<file path="config.mk">
export PLATFORM = sky130hd
export DESIGN_NAME = ca_controller_fsm
export DESIGN_NICKNAME = d
export VERILOG_FILES = /design/src/rtl/ca_controller_fsm.sv
export SDC_FILE = /design/constraint.sdc
export NUM_CORES = 1
export LEC_CHECK = 0
export BUFFER_PORTS_ARGS = -buffer_cell sky130_fd_sc_hd__buf_4
export CAP_MARGIN = 0
export CORE_AREA = 5 5 42 44
export CTS_CLUSTER_DIAMETER = 100
export DETAILED_ROUTE_END_ITERATION = 12
export DIE_AREA = 0 0 47 49
export SLEW_MARGIN = 0
export SYNTH_ARGS = -nofsm -noshare
export SYNTH_HDL_FRONTEND = slang
export SYNTH_SLANG_ARGS = --single-unit
</file>
<file path="constraint.sdc">
create_clock -name clk -period 1.2 [get_ports clk]
set_clock_uncertainty 0.05 [all_clocks]
set_input_delay 0.12 -clock clk [delete_from_list [all_inputs] [get_ports clk]]
set_output_delay 0.12 -clock clk [all_outputs]
set_load 0.02 [all_outputs]
</file>
<file path="src/rtl/ca_controller_fsm.sv">
// rtl/ca_controller_fsm.sv - LOAD/UPDATE sequencer for the 1-D cellular-automaton engine
// Define CA_MAX_GEN_EN to add the generation limit and the HALT state.
module ca_controller_fsm #(
  parameter int IDX_W     = 10,
  parameter int FIRST_IDX = 1,
  parameter int LAST_IDX  = 1022,
  parameter int MAX_GEN   = 4
) (
  input  logic             clk,
  input  logic             reset_n,
  input  logic             ack,
  input  logic [IDX_W-1:0] index,
  output logic [IDX_W-1:0] index_next,
  output logic             update,
  output logic             load
);

  localparam logic [1:0] ST_LOAD   = 2'd0;
  localparam logic [1:0] ST_UPDATE = 2'd1;
`ifdef CA_MAX_GEN_EN
  localparam logic [1:0] ST_HALT   = 2'd2;
`endif

  localparam logic [IDX_W-1:0] FIRST_V = IDX_W'(FIRST_IDX);
  localparam logic [IDX_W-1:0] LAST_V  = IDX_W'(LAST_IDX);

  logic [1:0] state_q, state_d;
  logic       sweep_end;

  // The >= test also catches out-of-range indices, so the increment never wraps.
  assign sweep_end = (index >= LAST_V);

`ifdef CA_MAX_GEN_EN
  localparam int               GEN_W     = $clog2(MAX_GEN + 1);
  localparam logic [GEN_W-1:0] MAX_GEN_V = GEN_W'(MAX_GEN);

  logic [GEN_W-1:0] gen_q, gen_d;

  always_comb begin
    gen_d = gen_q;
    if ((state_q == ST_UPDATE) && sweep_end) begin
      gen_d = gen_q + GEN_W'(1);
    end
  end

  always_ff @(posedge clk) begin
    if (!reset_n) begin
      gen_q <= '0;
    end else begin
      gen_q <= gen_d;
    end
  end
`endif

  always_comb begin
    state_d    = state_q;
    index_next = FIRST_V;
    case (state_q)
      ST_LOAD: begin
        if (ack) begin
          state_d = ST_UPDATE;
        end
      end
      ST_UPDATE: begin
        if (sweep_end) begin
`ifdef CA_MAX_GEN_EN
          state_d = (gen_d == MAX_GEN_V) ? ST_HALT : ST_LOAD;
`else
          state_d = ST_LOAD;
`endif
        end else begin
          index_next = index + IDX_W'(1);
        end
      end
`ifdef CA_MAX_GEN_EN
      ST_HALT: begin
        index_next = index;
      end
`endif
      default: begin
        state_d = ST_LOAD;
      end
    endcase
  end

  always_ff @(posedge clk) begin
    if (!reset_n) begin
      state_q <= ST_LOAD;
    end else begin
      state_q <= state_d;
    end
  end

  assign load   = (state_q == ST_LOAD);
  assign update = (state_q == ST_UPDATE);

endmodule

</file>
# Word level (Yosys, flattened, before mapping)
# Index checks and enable logic that the tools add are counted.
word_totals:
  register_bits: 2
  input_bits: 13
  wordCells: 13
op_classes:
  n_addsub: 1
  magnitude_cmp: 1
  n_eq_ne: 3
  muxes: 5
  reduce_logical: 2
op_table:
  columns: ["operator", "n"]
  rows:
  - ["10-bit 2-to-1 mux", 2]
  - ["10-bit by 1-bit adder with 10-bit output, second input constant", 1]
  - ["10-bit >= comparator, second input constant", 1]
  - ["2-bit 2-to-1 mux", 2]
  - ["2-bit case mux with 2 select lines", 1]
  - ["2-bit by 1-bit == test with 1-bit output, second input constant", 1]
  - ["2-bit logical NOT", 1]
  - ["2-bit by 1-bit != test with 1-bit output, second input constant", 1]
  - ["2-bit != test, second input constant", 1]
  - ["2-bit AND reduction", 1]

# Depth between registers and ports, before layout
depth:
  word_depth: 3
  mapped_depth: 5
  ltp_nobuf: 5

# Worst setup path before layout
# OpenSTA, ideal clock, no wires.
synth_timing:
  kind: "register to output"
  from: "register state_q[0]"
  to: "output index_next[6]"
  arrival_ns: 1.455
  required_time_ns: 1.030
  path_slack_ns: -0.425
  path_stages_with_launch: 3
  path_cell_list: "dfxtp_1 nand2_1 o311ai_0"
synth_between:
  elab_chain_len: 2
synth_rtl:
  columns: ["element", "line_no", "rtl"]
  rows:
  - ["start, declared", "27", "logic [1:0] state_q, state_d;"]
  - ["start signal, assigned", "90", "state_q <= state_d;"]
  - ["2-bit by 1-bit == test with 1-bit output", "58", "case (state_q)"]
  - ["10-bit 2-to-1 mux", "58", null]
  - ["end, declared", "13", "output logic [IDX_W-1:0] index_next,"]
# Every way passes these cells.

# Final worst setup path
layout_timing:
  from: "input index[0]"
  to: "output index_next[8]"
layout_between:
  elab_chain_len: 3
  elab_cells_between_ends: 4
layout_rtl:
  columns: ["element", "line_no", "rtl"]
  rows:
  - ["start, declared", "12", "input logic [IDX_W-1:0] index,"]
  - ["10-bit by 1-bit adder with 10-bit output or 10-bit >= comparator (tied branches)", "72, 31", null]
  - ["10-bit 2-to-1 mux (*)", "65", "if (sweep_end) begin"]
  - ["10-bit 2-to-1 mux (*)", "58", null]
# Mark *: on every way between the ends. The rest lies on a longest branch, timed or not.

==> summary.txt <==
Critical path
  – Setup crit end kind: output port
  – WP data required: 1.03 ns
  – R2R Path End: state_q[0]
  – Critical Path Start Type: input pin
  – Flop-to-flop setup slack: 0.19 ns
  – Reg2Reg Launch Point: state_q[0]
  – Crit path capture: index_next[8]
  – Critical path cell sequence: buf_12 > buf_12 > ha_4 > inv_2 > or4_4 > a31oi_4 > buf_6
  – CP bufs+invs: 4
  – Worst path slowest cell: or4_4
  – Cell depth of the worst setup path: 7
  – Cell mode on critical path: buf_12
  – Crit. Startpoint: index[0]
  – Setup CP Type: input pin to output port
  – Crit Path Max Fanout: 3
  – R2R depth: 4
  – CP top delay family: simple AND/OR/NAND/NOR gates
  – CP Data Arrival Time: 1.27 ns
  – Critical Path Max Stage Delay: 0.51 ns

Global routing
  – Grt ovf: 0
  – Antenna violations before repair: 0
  – Vias in the first global route: 508
  – Largest net degree at the start of global routing: 9
  – First-pass GRT wire length: 2.04 mm
  – All-Layer GR Usage: 0.108

Synth
  – Yosys top cell by area: nand3_1
  – Post-synth top cells: 6 x inv_1, 6 x nand3_1, 5 x nand2_1
  – Syn Inst Count: 46
  – Area fraction of the dominant cell type after synthesis: 0.0956
  – Syn nets: 61
  – Sequential cell area fraction in the yosys report: 0.0637
  – Dominant synthesized flop cell: dfxtp_1
  – Post-synth EDFFs: 0
  – Mapped Avg Cell Area: 6.83 sq um
  – Async SR Flop Fraction: 0
  – Synth unique cells: 23
  – Yosys reg bits: 1
  – Synthesized cell area: 314 sq um
  – Top post-synthesis cells by area: nand3_1 9.6%, ha_1 8.0%, inv_1 7.2%
  – Syn. warnings: 0

Detailed routing
  – Wire length per cell: 11.3 um
  – Post-route ant nets: 0
  – Initial drt markers: 1
  – Routed WL: 1.18 mm
  – Via density per instance: 4.68
  – Via count: 487
  – Drt first pass iters: 2
  – Drt drc: 0

Cells and area
  – Largest regs: state_q x1
  – Fin util: 0.597
  – # diodes: 0
  – Max reg flops: 1
  – Fin area: 837 sq um
  – Net count, final: 105
  – Fillers: 131
  – Share of layout cells above drive strength 1: 0.705
  – Area Growth Syn to Fin: 167%
  – Largest Register: state_q

STA
  – Min cycle time layout: 1.44 ns
  – Max Freq: 694 MHz
  – Slew Viols, Final: 0
  – Fin. Hold Viols: 0
  – Final worst-path cycle share: 1.20
  – Sum of negative setup slack: -1.58 ns
  – Setup Viol. Count Final: 10
  – Slew headroom: 0.796
  – Actual slew at the worst max-slew pin: 0.303 ns
  – Unrepaired setup endpoints after global routing: true
  – Post-route setup slack: -0.241 ns

Job
  – Max-Cap Viols: 0

Placement
  – Placement Cell Area: 756 sq um
  – Place WS: -0.369 ns
  – Routability congestion estimate: 0.730
  – IO Port Bufs: 24
  – Post-DP HPWL: 1.06 mm

CTS
  – Clock-pin transition on the worst setup and hold timing paths: 0 ns
  – Worst-Skew Late Latency: 0 ns

Power
  – Total power: 0.356 mW
  – Cell Pwr Density: 425 mW/mm^2
  – Worst VDD drop: 0.202 mV
  – Leakage power: 0.353 nW

Die
  – Die area: 0.00230 sq mm
  – Die W: 47 um
  – Number of cell rows: 14
  – Core area: 0.00140 sq mm
  – Die H: 49 um
  – I/O pins: 25
  – Initial Utilization: 0.224

Outcome
  – Status: complete, but fails checks
  – Failing checks: setup timing

Hold path
  – Min-Delay Path Class: input pin to register
## through the flow
stage | std cells | hold WS [ns]
5_1_grt | 104 | 0.326
2_1_floorplan | 46 | 0.216
6_report | 104 | 0.308
4_1_cts | 104 | 0.322
3_5_place_dp | 104 | 0.337
3_3_place_gp | 104 | 0.328
## cell usage in the layout, fill, tap and decap left out, drive strengths merged, types with 2 or more instances in the layout
| cell type | synthesis | layout |
|---|---|---|
| buf | 0 | 42 |
| inv | 6 | 6 |
| nand3 | 6 | 6 |
| nand2 | 5 | 5 |
| nor2 | 4 | 4 |
| or4 | 2 | 2 |
| o21ai | 2 | 2 |
| o31ai | 2 | 2 |
| or3 | 2 | 2 |
| a21oi | 2 | 2 |
| xor2 | 2 | 2 |
| ha | 2 | 2 |
## layout make-up
cell class	count	area, sq um	area share
inverter	6	35.0	0.0419
timing repair buffer	42	378	0.451
tap	16	20.0	0.0239
multi-input combinational	39	383	0.457
sequential	1	21.3	0.0254
## how the worst min path moves through the flow
stage	from	to	slack, ns	depth (start not counted)
2_1_floorplan	reset_n	state_q[0]	0.22	1
3_3_place_gp	reset_n	state_q[0]	0.33	2
3_5_place_dp	reset_n	state_q[0]	0.34	2
4_1_cts	reset_n	state_q[0]	0.32	2
5_1_grt	reset_n	state_q[0]	0.33	2
6_report	reset_n	state_q[0]	0.31	2
## power by group
group          switching, mW  internal (mW)  total (mW)
Clock                      0              0           0
Combinational          0.148          0.165       0.314
Sequential           0.00502         0.0375      0.0426
## timing repair
action                     CTS  global route
gates resized for setup     17             3
pin swaps                    9             0
setup buffers                2             0
hold buffers                 0             0
setup endpoints to repair   11            11
## routing by layer
| layer | global-route usage | share of wire | vias to the layer above |
|---|---|---|---|
| met1 | 0.122 | 0.36 | 218 |
| met3 | 0.0111 | 0.067 | 0 |
| met5 | 0 | 0 | - |
| li1 | - | - | 254 |
| met4 | 0.00922 | 0 | 0 |
| met2 | 0.210 | 0.58 | 15 |
## logic make-up after synthesis
group / share of synthesized area
simple gates: 0.398
buf+inv: 0.0717
flops: 0.0637
fa+ha+maj: 0.0797
xor+xnor: 0.0837
compound gates: 0.303
(Power assumes the default switching activity.)
